**src/rtl/rf_issue_scoreboard_if.sv**
```systemverilog
`default_nettype none
// +--------------------------------------------------------------------------+
// | rf_issue_scoreboard_if: decode/issue/writeback bundle of the scoreboard  |
// | Rev 1.0                                                                  |
// +--------------------------------------------------------------------------+
interface rf_issue_scoreboard_if #(
  parameter int STAT_W = 32
);
  logic              issue_ready;
  logic              i0_valid;
  logic              i0_rs_ren;
  logic [4:0]        i0_rs;
  logic              i0_rt_ren;
  logic [4:0]        i0_rt;
  logic              i0_wen;
  logic [4:0]        i0_dst;
  logic              i1_valid;
  logic              i1_rs_ren;
  logic [4:0]        i1_rs;
  logic              i1_rt_ren;
  logic [4:0]        i1_rt;
  logic              i1_wen;
  logic [4:0]        i1_dst;
  logic              wb0_we;
  logic [4:0]        wb0_addr;
  logic              wb1_we;
  logic [4:0]        wb1_addr;
  logic              flush;
  logic              issue0;
  logic              issue1;
  logic              pending_any;
  logic              err;
  logic [STAT_W-1:0] stall_cnt;

  modport master (
    output issue_ready, i0_valid, i0_rs_ren, i0_rs, i0_rt_ren, i0_rt, i0_wen, i0_dst,
           i1_valid, i1_rs_ren, i1_rs, i1_rt_ren, i1_rt, i1_wen, i1_dst,
           wb0_we, wb0_addr, wb1_we, wb1_addr, flush,
    input  issue0, issue1, pending_any, err, stall_cnt
  );

  modport slave (
    input  issue_ready, i0_valid, i0_rs_ren, i0_rs, i0_rt_ren, i0_rt, i0_wen, i0_dst,
           i1_valid, i1_rs_ren, i1_rs, i1_rt_ren, i1_rt, i1_wen, i1_dst,
           wb0_we, wb0_addr, wb1_we, wb1_addr, flush,
    output issue0, issue1, pending_any, err, stall_cnt
  );
endinterface
`default_nettype wire

```
**src/rtl/rf_issue_scoreboard.sv**
```systemverilog
`default_nettype none
// +--------------------------------------------------------------------------+
// | rf_issue_scoreboard: per-register pending-write scoreboard, dual issue   |
// | Rev 1.0                                                                  |
// +--------------------------------------------------------------------------+
module rf_issue_scoreboard #(
  parameter int CNT_W  = 2,
  parameter int STAT_W = 32
) (
  input  logic                   clk,
  input  logic                   resetn,
  rf_issue_scoreboard_if.slave   sb
);
  localparam logic [CNT_W+1:0] c_MAX = (CNT_W+2)'((1 << CNT_W) - 1);

  // Entry 0 stays zero so r0 never looks pending.
  logic [CNT_W-1:0]  r_cnt     [32];
  logic [CNT_W-1:0]  w_cnt_nxt [32];
  logic              r_err;
  logic              r_pend;
  logic [STAT_W-1:0] r_stall;

  logic              w_hz0, w_hz1, w_full0, w_full1, w_raw, w_same;
  logic              w_issue0, w_issue1;
  logic [CNT_W+1:0]  w_need0, w_need1;
  logic [CNT_W+1:0]  w_sum, w_dec;
  logic              w_uf, w_any;

  assign w_hz0 = (sb.i0_rs_ren && sb.i0_rs != 5'd0 && r_cnt[sb.i0_rs] != '0) ||
                 (sb.i0_rt_ren && sb.i0_rt != 5'd0 && r_cnt[sb.i0_rt] != '0);
  assign w_hz1 = (sb.i1_rs_ren && sb.i1_rs != 5'd0 && r_cnt[sb.i1_rs] != '0) ||
                 (sb.i1_rt_ren && sb.i1_rt != 5'd0 && r_cnt[sb.i1_rt] != '0);

  // Slot 1 capacity check accounts for slot 0 writing the same destination.
  assign w_same  = sb.i0_wen && (sb.i0_dst == sb.i1_dst);
  assign w_need0 = (CNT_W+2)'(r_cnt[sb.i0_dst]) + (CNT_W+2)'(1);
  assign w_need1 = (CNT_W+2)'(r_cnt[sb.i1_dst]) + (CNT_W+2)'(1) + (CNT_W+2)'(w_same);
  assign w_full0 = sb.i0_wen && sb.i0_dst != 5'd0 && (w_need0 > c_MAX);
  assign w_full1 = sb.i1_wen && sb.i1_dst != 5'd0 && (w_need1 > c_MAX);

  assign w_raw = sb.i0_wen && sb.i0_dst != 5'd0 &&
                 ((sb.i1_rs_ren && sb.i1_rs == sb.i0_dst) ||
                  (sb.i1_rt_ren && sb.i1_rt == sb.i0_dst));

  assign w_issue0 = sb.issue_ready && sb.i0_valid && !sb.flush && !w_hz0 && !w_full0;
  assign w_issue1 = w_issue0 && sb.i1_valid && !w_hz1 && !w_full1 && !w_raw;

  always_comb begin
    w_uf  = 1'b0;
    w_any = 1'b0;
    w_sum = '0;
    w_dec = '0;
    for (int r = 0; r < 32; r++) begin
      w_cnt_nxt[r] = '0;
      if (r != 0 && !sb.flush) begin
        w_sum = (CNT_W+2)'(r_cnt[r])
              + (CNT_W+2)'(w_issue0 && sb.i0_wen && sb.i0_dst == 5'(r))
              + (CNT_W+2)'(w_issue1 && sb.i1_wen && sb.i1_dst == 5'(r));
        w_dec = (CNT_W+2)'(sb.wb0_we && sb.wb0_addr == 5'(r))
              + (CNT_W+2)'(sb.wb1_we && sb.wb1_addr == 5'(r));
        if (w_sum < w_dec) begin
          w_uf = 1'b1;
        end else begin
          w_cnt_nxt[r] = CNT_W'(w_sum - w_dec);
        end
      end
      w_any = w_any | (w_cnt_nxt[r] != '0);
    end
  end

  always_ff @(posedge clk or negedge resetn) begin
    if (!resetn) begin
      r_cnt   <= '{default: '0};
      r_err   <= 1'b0;
      r_pend  <= 1'b0;
      r_stall <= '0;
    end else begin
      r_cnt  <= w_cnt_nxt;
      r_pend <= w_any;
      if (w_uf) begin
        r_err <= 1'b1;
      end
      if (sb.i0_valid && sb.issue_ready && !w_issue0 && !sb.flush) begin
        r_stall <= r_stall + STAT_W'(1);
      end
    end
  end

  assign sb.issue0      = w_issue0;
  assign sb.issue1      = w_issue1;
  assign sb.pending_any = r_pend;
  assign sb.err         = r_err;
  assign sb.stall_cnt   = r_stall;
endmodule
`default_nettype wire

```
**src/flat_wrapper.sv**
```systemverilog
// flat-port wrapper written by rule: the top's interface ports become plain ports
module rf_issue_scoreboard_flat 
#(
  parameter int CNT_W  = 2,
  parameter int STAT_W = 32
)
  (clk, resetn, sb_issue_ready, sb_i0_valid, sb_i0_rs_ren, sb_i0_rs, sb_i0_rt_ren, sb_i0_rt, sb_i0_wen, sb_i0_dst, sb_i1_valid, sb_i1_rs_ren, sb_i1_rs, sb_i1_rt_ren, sb_i1_rt, sb_i1_wen, sb_i1_dst, sb_wb0_we, sb_wb0_addr, sb_wb1_we, sb_wb1_addr, sb_flush, sb_issue0, sb_issue1, sb_pending_any, sb_err, sb_stall_cnt);
  rf_issue_scoreboard_if #(.STAT_W(STAT_W)) sb_i ();
  input  logic clk;
  input  logic resetn;
  input wire logic [$bits(sb_i.issue_ready)-1:0] sb_issue_ready;
  input wire logic [$bits(sb_i.i0_valid)-1:0] sb_i0_valid;
  input wire logic [$bits(sb_i.i0_rs_ren)-1:0] sb_i0_rs_ren;
  input wire logic [$bits(sb_i.i0_rs)-1:0] sb_i0_rs;
  input wire logic [$bits(sb_i.i0_rt_ren)-1:0] sb_i0_rt_ren;
  input wire logic [$bits(sb_i.i0_rt)-1:0] sb_i0_rt;
  input wire logic [$bits(sb_i.i0_wen)-1:0] sb_i0_wen;
  input wire logic [$bits(sb_i.i0_dst)-1:0] sb_i0_dst;
  input wire logic [$bits(sb_i.i1_valid)-1:0] sb_i1_valid;
  input wire logic [$bits(sb_i.i1_rs_ren)-1:0] sb_i1_rs_ren;
  input wire logic [$bits(sb_i.i1_rs)-1:0] sb_i1_rs;
  input wire logic [$bits(sb_i.i1_rt_ren)-1:0] sb_i1_rt_ren;
  input wire logic [$bits(sb_i.i1_rt)-1:0] sb_i1_rt;
  input wire logic [$bits(sb_i.i1_wen)-1:0] sb_i1_wen;
  input wire logic [$bits(sb_i.i1_dst)-1:0] sb_i1_dst;
  input wire logic [$bits(sb_i.wb0_we)-1:0] sb_wb0_we;
  input wire logic [$bits(sb_i.wb0_addr)-1:0] sb_wb0_addr;
  input wire logic [$bits(sb_i.wb1_we)-1:0] sb_wb1_we;
  input wire logic [$bits(sb_i.wb1_addr)-1:0] sb_wb1_addr;
  input wire logic [$bits(sb_i.flush)-1:0] sb_flush;
  output wire logic [$bits(sb_i.issue0)-1:0] sb_issue0;
  output wire logic [$bits(sb_i.issue1)-1:0] sb_issue1;
  output wire logic [$bits(sb_i.pending_any)-1:0] sb_pending_any;
  output wire logic [$bits(sb_i.err)-1:0] sb_err;
  output wire logic [$bits(sb_i.stall_cnt)-1:0] sb_stall_cnt;
  assign sb_i.issue_ready = sb_issue_ready;
  assign sb_i.i0_valid = sb_i0_valid;
  assign sb_i.i0_rs_ren = sb_i0_rs_ren;
  assign sb_i.i0_rs = sb_i0_rs;
  assign sb_i.i0_rt_ren = sb_i0_rt_ren;
  assign sb_i.i0_rt = sb_i0_rt;
  assign sb_i.i0_wen = sb_i0_wen;
  assign sb_i.i0_dst = sb_i0_dst;
  assign sb_i.i1_valid = sb_i1_valid;
  assign sb_i.i1_rs_ren = sb_i1_rs_ren;
  assign sb_i.i1_rs = sb_i1_rs;
  assign sb_i.i1_rt_ren = sb_i1_rt_ren;
  assign sb_i.i1_rt = sb_i1_rt;
  assign sb_i.i1_wen = sb_i1_wen;
  assign sb_i.i1_dst = sb_i1_dst;
  assign sb_i.wb0_we = sb_wb0_we;
  assign sb_i.wb0_addr = sb_wb0_addr;
  assign sb_i.wb1_we = sb_wb1_we;
  assign sb_i.wb1_addr = sb_wb1_addr;
  assign sb_i.flush = sb_flush;
  assign sb_issue0 = sb_i.issue0;
  assign sb_issue1 = sb_i.issue1;
  assign sb_pending_any = sb_i.pending_any;
  assign sb_err = sb_i.err;
  assign sb_stall_cnt = sb_i.stall_cnt;
  rf_issue_scoreboard #(.CNT_W(CNT_W), .STAT_W(STAT_W)) u_core (.clk(clk), .resetn(resetn), .sb(sb_i));
endmodule
```
**config.mk**
```make
export PLATFORM = sky130hd
export DESIGN_NAME = rf_issue_scoreboard_flat
export DESIGN_NICKNAME = d
export VERILOG_FILES = /design/src/rtl/rf_issue_scoreboard_if.sv /design/src/rtl/rf_issue_scoreboard.sv /design/src/flat_wrapper.sv
export SDC_FILE = /design/constraint.sdc
export NUM_CORES = 1
export LEC_CHECK = 0
export BUFFER_PORTS_ARGS = -buffer_cell sky130_fd_sc_hd__buf_2
export CAP_MARGIN = 30
export CORE_UTILIZATION = 55
export DETAILED_ROUTE_END_ITERATION = 12
export GPL_TIMING_DRIVEN = 0
export PLACE_DENSITY_LB_ADDON = 0.12
export SYNTH_ARGS = -nofsm -noshare
export SYNTH_HDL_FRONTEND = slang
export SYNTH_SLANG_ARGS = --single-unit
```
**constraint.sdc**
```tcl
create_clock -name clk -period 8.4 [get_ports clk]
set_input_delay 0.84 -clock clk [delete_from_list [all_inputs] [get_ports clk]]
set_output_delay 0.84 -clock clk [all_outputs]
set_load 0.03 [all_outputs]
```
==> flow_metrics.env, run 1 <==
export IMPL_r2r_cells=22
export IMPL_grt_util_all_layers=0.382
export IMPL_max_stage_delay_ns=0.78
export IMPL_period_needed_ns=7.69
export IMPL_dp_hpwl_microns=27600
export IMPL_crit_cells=26
export IMPL_clockBufferDepth=2
export IMPL_clockPowerShare=0.353
export IMPL_finalPower_mw=1.27
export IMPL_report_final_hold_viol_count=0
export IMPL_worst_slack_ns=0.714
export IMPL_synthTopCellsByArea="dfrtp_1 24%, fa_1 12%, mux4_2 12%, ha_1 12%, nor3_1 5.4%"
export IMPL_drive_gt1_frac=0.162
export IMPL_fmax_mhz=130
export IMPL_max_slew_margin=0.431
export IMPL_grt_pass1_wl_microns=51700
export IMPL_clk_pin_slew_worst_paths_ns=0.08
export IMPL_setup_violations=0
export IMPL_synth_top_cell_area_share=0.237
export IMPL_antenna_left=0
export IMPL_p_leak_nw=5.07
export IMPL_hold_path_class="register to register"
export IMPL_ys_seq_elements=96
export IMPL_num_rows=49
export IMPL_status="finished, final reports clean"
export IMPL_p_int_mw=0.829
export IMPL_routed_wirelength_microns=34700
export IMPL_post_cts_resized=0
export IMPL_fin_hold_ws_ns=0.465
export IMPL_ys_flop_type="dfrtp_1"
export IMPL_grt_ovfl_total=0
export IMPL_insertion_delay_ns=0.36
export IMPL_p_sw_frac=0.345
export IMPL_cts_hold_buf=0
export IMPL_synth_edff_count=0
export IMPL_via_per_inst=6.65
export IMPL_drc=0
export IMPL_fp_dieH_microns=138
export IMPL_path_max_fanout=10
export IMPL_cp_start_kind="input pin"
export IMPL_cts_max_level=3
export IMPL_ys_types=55
export IMPL_diodes=0
export IMPL_path_class="input pin to register"
export IMPL_crit_path_end_kind="register"
export IMPL_layout_commonest_cell="nor2_1"
export IMPL_coreArea_sq_um=18000
export IMPL_routed_via_count=9096
export IMPL_drv_slew=0
export IMPL_worstPathRequired_ns=8.61
export IMPL_ys_seq_area_frac=0.237
export IMPL_io_pins=90
export IMPL_cts_setup_buffers=0
export IMPL_syn2layout_area_growth_pct=9.87
export IMPL_wl_per_cell_microns=25.3
export IMPL_p_sw_mw=0.437
export IMPL_syn_nets=1260
export IMPL_grt_antenna_before_repair=0
export IMPL_die_x_microns=138
export IMPL_cts_root_buf="clkbuf_16"
export IMPL_dieArea_sq_um=19000
export IMPL_synth_warnings=0
export IMPL_final_setup_tns_ns=0
export IMPL_final_cell_mix="116 x nor2_1, 109 x nor3_1, 96 x dfrtp_1, 95 x ha_1, 86 x buf_2"
export IMPL_pwr_share_seq=0.407
export IMPL_grt_pass1_vias=8765
export IMPL_async_flop_share=1.00
export IMPL_cap_violations=0
export IMPL_cts_tree="done"
export IMPL_synth_cells=1049
export IMPL_rsz0062_at_grt="no"
export IMPL_post_place_ws_ns=0.623
export IMPL_fin_skew_ns=0.0125
export IMPL_multi_input_area_sq_um=7150
export IMPL_min_period_over_period=0.915
export IMPL_cp_slowest_cell="nor4_1"
export IMPL_worstMarginPinSlew_ns=0.853
export IMPL_gp_congestion=1.02
export IMPL_synth_top_area_cell="dfrtp_1"
export IMPL_pwr_share_comb=0.240
export IMPL_critPathArrivalTime_ns=7.90
export IMPL_holdPathStages=1
export IMPL_grt_max_degree=58
export IMPL_fill_cells=1589
export IMPL_regArea_sq_um=2400
export IMPL_finalNetCount=1345
export IMPL_cp_num_buf_inv=7
export IMPL_initial_core_util=0.562
export IMPL_max_vdd_ir_drop_v=0.0000941
export IMPL_clock_sinks=96
export IMPL_port_buffers=73
export IMPL_dr_pass1_iters=6
export IMPL_cts_inserted_buffers=9
export IMPL_synth_area_per_cell_sq_um=9.66
export IMPL_synth_area_sq_um=10100
export IMPL_power_density_nw_per_um2=114
export IMPL_crit_family="simple AND/OR/NAND/NOR gates"
export IMPL_initialDrtViolationCount=1062
## cell usage after synthesis (all sizes together), types with 28 or more instances
master / count
nor3: 109
nand2: 49
nor2: 116
buf: 28
xor2: 35
fa: 62
dfrtp: 96
ha: 95
mux4: 54
inv: 77
nor4: 49
clkbuf: 33
nor2b: 44
## sequential cells by signal, indices dropped and copies added, names as in the netlist
name	flops
u_core.r_cnt	62
u_core.sb.stall_cnt	32
u_core.sb.pending_any	1
u_core.sb.err	1
## per-layer routing
| metal | track usage | vias up | part of all wire |
|---|---|---|---|
| li1 | - | 3945 | - |
| met1 | 0.506 | 4405 | 0.39 |
| met2 | 0.580 | 644 | 0.45 |
| met3 | 0.108 | 102 | 0.12 |
| met4 | 0.176 | 0 | 0.043 |
| met5 | 0 | - | 0 |
## worst paths after layout
| check | start | end | slack, ns |
|---|---|---|---|
| min in group asynchronous | resetn | u_core.sb.stall_cnt[31]$_DFFE_PN0P_ | 0.48 |
| worst max-delay path | sb_i1_dst[1] | u_core.sb.pending_any$_DFF_PN0_ | 0.71 |
| worst min-delay path | u_core.sb.stall_cnt[31]$_DFFE_PN0P_ | u_core.sb.stall_cnt[31]$_DFFE_PN0P_ | 0.46 |
| max in group asynchronous | resetn | u_core.r_cnt[52]$_DFF_PN0_ | 7.23 |
| worst min register to register | u_core.sb.stall_cnt[31]$_DFFE_PN0P_ | u_core.sb.stall_cnt[31]$_DFFE_PN0P_ | 0.46 |
| worst max register to register | u_core.r_cnt[43]$_DFF_PN0_ | u_core.sb.pending_any$_DFF_PN0_ | 1.86 |
## per-stage QoR
step | util | area [sq um] | instances
4_1_cts | 0.618 | 11100 | 1368
5_1_grt | 0.618 | 11100 | 1368
6_report | 0.618 | 11100 | 1368
2_1_floorplan | - | 10100 | 1049
3_3_place_gp | 0.598 | 10800 | 1351
3_5_place_dp | 0.600 | 10800 | 1352
## worst reg2reg max path, delay by kind of cell (launching register included)
family	cells	cell delay, ns
AOI/OAI and AO/OA	4	1.06
adders and majority gates	4	1.04
buffers and inverters	3	0.42
DFF	1	0.47
muxes	1	0.48
and+or+nand+nor	10	2.92
## area by class of cell
cell class / instances / area share
Inverter: 77 / 0.0260
Timing Repair Buffer: 74 / 0.0355
Sequential cell: 96 / 0.216
Multi-Input combinational cell: 815 / 0.643
Tap cell: 229 / 0.0257
Buffer: 61 / 0.0258
Clock buffer: 10 / 0.0215
Clock inverter: 6 / 0.00708
## power groups by stage
stage	Combinational, mW	Clock (mW)	Sequential (mW)
floorplan	0.171	0	0.529
global placement	0.290	0	0.520
detailed placement	0.297	0	0.522
CTS	0.299	0.450	0.513
global route	0.327	0.464	0.517
finish	0.303	0.447	0.515
## kinds of logic after synthesis
family | after synthesis | share of synthesized area
XOR/XNOR | 46 | 0.0398
AO/OA/AOI/OAI | 57 | 0.0382
adder cells (fa/ha/maj) | 157 | 0.240
flip-flops | 96 | 0.237
multiplexers | 69 | 0.136
AND/OR/NAND/NOR | 486 | 0.252
buffers and inverters | 138 | 0.0569
Note: power is estimated with default switching activity, not from simulation.
==> run 2, diff against run 1 <==
==> constraint.sdc (replaced) <==
create_clock -name clk -period 8.4 [get_ports clk]
set_input_delay 1.26 -clock clk [delete_from_list [all_inputs] [get_ports clk]]
set_output_delay 1.26 -clock clk [all_outputs]
set_load 0.03 [all_outputs]
==> run 2 against run 1 <==
Compared with the run above: power about the same; worst hold slack about the same; sequential cell count unchanged; worst setup slack got worse by 0.22 ns; clock power about the same; combinational power about the same; maximum frequency decreased by 2.8%; sequential power about the same; final cell count unchanged.
==> flow_metrics.env, run 2 (synthesis results as in run 1) <==
export IMPL_status="finished, final reports clean"
export IMPL_crit_path_end_kind="register"
export IMPL_initialDrtViolationCount=1033
export IMPL_p_sw_mw=0.437
export IMPL_worst_slack_ns=0.490
export IMPL_cts_max_level=3
export IMPL_cp_start_kind="input pin"
export IMPL_regMostFlops="u_core.r_cnt"
export IMPL_final_cell_mix="116 x nor2_1, 109 x nor3_1, 96 x dfrtp_1, 95 x ha_1, 86 x buf_2"
export IMPL_grt_pass1_vias=8765
export IMPL_routed_wirelength_microns=34600
export IMPL_fp_dieH_microns=138
export IMPL_cts_root_buf="clkbuf_16"
export IMPL_cts_setup_buffers=0
export IMPL_fill_cells=1587
export IMPL_cp_num_buf_inv=7
export IMPL_grt_max_degree=58
export IMPL_routed_via_count=9085
export IMPL_clockBufferDepth=2
export IMPL_report_final_hold_viol_count=0
export IMPL_layout_commonest_cell="nor2_1"
export IMPL_p_leak_nw=5.07
export IMPL_max_stage_delay_ns=0.52
export IMPL_dp_hpwl_microns=27600
export IMPL_dieArea_sq_um=19000
export IMPL_num_rows=49
export IMPL_diodes=0
export IMPL_use_met3=0.108
export IMPL_grt_util_met2=0.580
export IMPL_grt_use_met1=0.506
export IMPL_path_max_fanout=10
export IMPL_path_class="input pin to register"
export IMPL_drive_gt1_frac=0.163
export IMPL_cp_slowest_cell="fa_1"
export IMPL_p_int_mw=0.829
export IMPL_finalPower_mw=1.27
export IMPL_pwr_share_seq=0.407
export IMPL_drv_slew=0
export IMPL_period_needed_ns=7.91
export IMPL_coreArea_sq_um=18000
export IMPL_setup_violations=0
export IMPL_fin_hold_ws_ns=0.465
export IMPL_min_period_over_period=0.942
export IMPL_port_buffers=73
export IMPL_cts_inserted_buffers=9
export IMPL_syn2layout_area_growth_pct=9.93
export IMPL_clockPowerShare=0.353
export IMPL_gp_congestion=1.02
export IMPL_drc=0
export IMPL_hold_path_class="register to register"
export IMPL_critPathArrivalTime_ns=8.12
export IMPL_clk_pin_slew_worst_paths_ns=0.07
export IMPL_worstPathRequired_ns=8.61
export IMPL_die_x_microns=138
export IMPL_cts_hold_buf=0
export IMPL_wl_per_cell_microns=25.3
export IMPL_power_density_nw_per_um2=114
export IMPL_cts_tree="done"
export IMPL_max_vdd_ir_drop_v=0.0000939
export IMPL_io_pins=90
export IMPL_grt_util_all_layers=0.382
export IMPL_grt_ovfl_total=0
export IMPL_via_per_inst=6.64
export IMPL_max_slew_margin=0.436
export IMPL_fmax_mhz=126
export IMPL_insertion_delay_ns=0.36
export IMPL_fin_skew_ns=0.0146
export IMPL_grt_pass1_wl_microns=51700
export IMPL_post_place_ws_ns=0.203
export IMPL_top_usage_layer="met2"
export IMPL_pwr_share_comb=0.240
export IMPL_initial_core_util=0.562
export IMPL_worstMarginPinSlew_ns=0.846
export IMPL_rsz0062_at_grt="no"
export IMPL_finalNetCount=1345
export IMPL_crit_family="simple AND/OR/NAND/NOR gates"
export IMPL_final_setup_tns_ns=0
export IMPL_p_sw_frac=0.345
export IMPL_dr_pass1_iters=5
export IMPL_post_cts_resized=0
export IMPL_grt_antenna_before_repair=0
export IMPL_clock_sinks=96
export IMPL_antenna_left=0
export IMPL_cap_violations=0
export IMPL_largest_reg_flops=62
-- run 2: cell counts in the layout (fill, tap and decap cells not counted) --
Identical to the previous run, type by type.
-- run 2: metal layers --
layer | vias up | share of wire | routed length, microns
li1 | 3949 | - | -
met1 | 4419 | 0.39 | 13600
met2 | 604 | 0.44 | 15300
met3 | 113 | 0.12 | 4110
met4 | 0 | 0.048 | 1640
met5 | - | 0 | 0
-- run 2: metrics by stage --
step | instance area, sq um | util | cells
final | 11100 | 0.618 | 1368
after floorplan | 10100 | - | 1049
after CTS | 11100 | 0.618 | 1368
after global routing | 11100 | 0.618 | 1368
after detailed placement | 10800 | 0.600 | 1352
after global placement | 10800 | 0.598 | 1351
-- run 2: worst paths after layout --
| check | from | to | slack [ns] | depth (start not counted) |
|---|---|---|---|---|
| setup / recovery | sb_i1_dst[1] | u_core.sb.pending_any$_DFF_PN0_ | 0.49 | 26 |
| hold / removal | u_core.sb.stall_cnt[31]$_DFFE_PN0P_ | u_core.sb.stall_cnt[31]$_DFFE_PN0P_ | 0.46 | 1 |
| setup reg to reg | u_core.r_cnt[43]$_DFF_PN0_ | u_core.sb.pending_any$_DFF_PN0_ | 2.06 | 22 |
| hold reg to reg | u_core.sb.stall_cnt[31]$_DFFE_PN0P_ | u_core.sb.stall_cnt[31]$_DFFE_PN0P_ | 0.46 | 1 |
| max in group asynchronous | resetn | u_core.r_cnt[12]$_DFF_PN0_ | 6.81 | 2 |
| min in group asynchronous | resetn | u_core.sb.stall_cnt[26]$_DFFE_PN0P_ | 0.90 | 1 |
-- run 2: power groups by stage --
stage | registers (mW) | logic [mW] | clock network, mW
after floorplan | 0.529 | 0.171 | 0
final | 0.515 | 0.304 | 0.447
after global placement | 0.520 | 0.290 | 0
after CTS | 0.513 | 0.299 | 0.450
after global routing | 0.517 | 0.328 | 0.464
after detailed placement | 0.522 | 0.297 | 0
-- run 2: area by class of cell --
type                            count  area (sq um)  share of cell area
Buffer                             61           288              0.0258
Clock buffer                       10           239              0.0215
Clock inverter                      6          78.8             0.00708
Multi-Input combinational cell    815          7160               0.643
Sequential cell                    96          2400               0.216
Timing Repair Buffer               74           395              0.0355
Inverter                           77           289              0.0259
Tap cell                          229           287              0.0257
==> run 3, diff against run 2 <==
- CTS_BUF_LIST: default -> sky130_fd_sc_hd__clkbuf_2 sky130_fd_sc_hd__clkbuf_4 sky130_fd_sc_hd__clkbuf_8
- clock period: 8.4 -> 7 ns (I/O delays scaled with it)
==> run 3 against run 2 <==
Compared with the run above: worst hold slack improved by 0.0056 ns; sequential share of layout area increased by 0.092 points; power increased by 10%; critical path type unchanged; largest cell class unchanged.
==> flow_metrics.env, run 3 (synthesis results as in run 1) <==
export IMPL_status="finished, final reports clean"
export IMPL_routed_wirelength_microns=34300
export IMPL_cts_max_level=3
export IMPL_cpMostUsedCell="nor3_1"
export IMPL_period_needed_ns=6.68
export IMPL_p_leak_nw=5.03
export IMPL_worstMarginPinSlew_ns=0.846
export IMPL_dp_hpwl_microns=27600
export IMPL_placed_area_sq_um=10800
export IMPL_grt_util_all_layers=0.378
export IMPL_crit_path_end_kind="register"
export IMPL_port_buffers=73
export IMPL_pwr_share_seq=0.442
export IMPL_layout_commonest_cell="nor2_1"
export IMPL_cp_num_buf_inv=5
export IMPL_hold_path_class="register to register"
export IMPL_grt_pass1_vias=8628
export IMPL_pwr_share_comb=0.262
export IMPL_cp_slowest_cell="or4_1"
export IMPL_fin_skew_ns=0.0177
export IMPL_fmax_mhz=150
export IMPL_crit_family="simple AND/OR/NAND/NOR gates"
export IMPL_max_vdd_ir_drop_v=0.000103
export IMPL_grt_antenna_before_repair=0
export IMPL_critPathArrivalTime_ns=6.94
export IMPL_cts_setup_buffers=0
export IMPL_initialDrtViolationCount=901
export IMPL_initial_core_util=0.562
export IMPL_dr_pass1_iters=8
export IMPL_drv_slew=0
export IMPL_largest_reg_flops=62
export IMPL_num_rows=49
export IMPL_power_density_nw_per_um2=126
export IMPL_fin_hold_ws_ns=0.470
export IMPL_path_max_fanout=19
export IMPL_die_x_microns=138
export IMPL_min_period_over_period=0.954
export IMPL_dieArea_sq_um=19000
export IMPL_report_final_hold_viol_count=0
export IMPL_cp_cell_sequence="buf_2 > clkbuf_4 > mux4_2 > nand2_1 > nand2_1 > a221oi_1 > o21ai_0 > ha_1 > inv_1 > o221ai_1 > nor3_1 > o2111a_2 > nand4_4 > buf_6 > nor3_1 > fa_1 > inv_1 > ha_1 > fa_1 > nor2b_1 > nor3_1 > nor4_1 > nand4_1 > or4_1"
export IMPL_max_slew_margin=0.436
export IMPL_p_int_mw=0.883
export IMPL_cts_inserted_buffers=9
export IMPL_syn2layout_area_growth_pct=9.46
export IMPL_final_cell_mix="116 x nor2_1, 109 x nor3_1, 96 x dfrtp_1, 95 x ha_1, 85 x buf_2"
export IMPL_routed_via_count=8984
export IMPL_antenna_left=0
export IMPL_drive_gt1_frac=0.173
export IMPL_io_pins=90
export IMPL_grt_pass1_wl_microns=51100
export IMPL_drc=0
export IMPL_finalNetCount=1342
export IMPL_clk_pin_slew_worst_paths_ns=0.11
export IMPL_clockPowerShare=0.296
export IMPL_p_sw_frac=0.367
export IMPL_via_per_inst=6.58
export IMPL_p_sw_mw=0.513
export IMPL_regMostFlops="u_core.r_cnt"
export IMPL_grt_ovfl_total=0
export IMPL_cts_hold_buf=0
export IMPL_diodes=0
export IMPL_clock_sinks=96
export IMPL_path_class="input pin to register"
export IMPL_fill_cells=1591
export IMPL_worstPathRequired_ns=7.26
export IMPL_clockBufferDepth=2
export IMPL_cp_start_kind="input pin"
export IMPL_cap_violations=0
export IMPL_insertion_delay_ns=0.40
export IMPL_grt_max_degree=58
export IMPL_fp_dieH_microns=138
export IMPL_max_stage_delay_ns=0.59
export IMPL_wl_per_cell_microns=25.1
export IMPL_coreArea_sq_um=18000
export IMPL_cts_tree="done"
export IMPL_fin_area_sq_um=11100
export IMPL_gp_congestion=1.02
export IMPL_cts_root_buf="clkbuf_8"
export IMPL_setup_violations=0
## run 3: changes by cell type in the layout (fill, tap and decap cells not counted), sizes merged
cell and change:
buf -3
## run 3: final cells by class
class	count	area, sq um	share of cell area
Multi-Input combinational cell	815	7220	0.651
Tap cell	229	287	0.0258
Clock buffer	10	138	0.0124
Clock inverter	6	78.8	0.00711
Timing Repair Buffer	74	395	0.0356
Sequential cell	96	2400	0.217
Inverter	77	289	0.0261
Buffer	58	279	0.0252
## run 3: power by group through the flow
stage	logic [mW]	registers (mW)	clock network, mW
after floorplan	0.205	0.635	0
after global placement	0.348	0.624	0
after detailed placement	0.356	0.626	0
after CTS	0.357	0.615	0.414
after global routing	0.394	0.620	0.432
final	0.366	0.617	0.413
## run 3: path summary, 6_finish.rpt
kind,depth (start not counted),slack [ns],startpoint,endpoint
worst min-delay path,1,0.47,u_core.sb.stall_cnt[31]$_DFFE_PN0P_,u_core.sb.stall_cnt[31]$_DFFE_PN0P_
max in group asynchronous,2,5.66,resetn,u_core.r_cnt[52]$_DFF_PN0_
worst max-delay path,24,0.32,sb_i1_dst[1],u_core.sb.pending_any$_DFF_PN0_
worst min register to register,1,0.47,u_core.sb.stall_cnt[31]$_DFFE_PN0P_,u_core.sb.stall_cnt[31]$_DFFE_PN0P_
min in group asynchronous,1,0.64,resetn,u_core.sb.stall_cnt[31]$_DFFE_PN0P_
worst max register to register,22,0.94,u_core.r_cnt[43]$_DFF_PN0_,u_core.sb.pending_any$_DFF_PN0_
## run 3: what timing repair did
action,in CTS,in global routing
endpoints found under the setup margin,2,1
pin swaps,0,1
gates resized for setup,1,12
## run 3: through the flow
stage / util / worst slack (ns) / setup TNS (ns) / std cells / total power, mW
final: 0.615 / 0.319 / 0 / 1365 / 1.40
after global routing: 0.615 / -0.0112 / -0.0112 / 1365 / 1.45
after CTS: 0.612 / 0.140 / 0 / 1365 / 1.39
after detailed placement: 0.600 / -0.987 / -1.42 / 1352 / 0.982
after global placement: 0.598 / -0.983 / -1.38 / 1351 / 0.973
after floorplan: - / 0.626 / 0 / 1049 / 0.840
## run 3: per-layer routing
layer  vias to the layer above  global-route usage  share of wire
met1                      4332               0.513           0.40
met5                         -                   0              0
met3                        98              0.0968           0.12
li1                       3936                   -              -
met2                       618               0.574           0.44
met4                         0               0.156          0.040
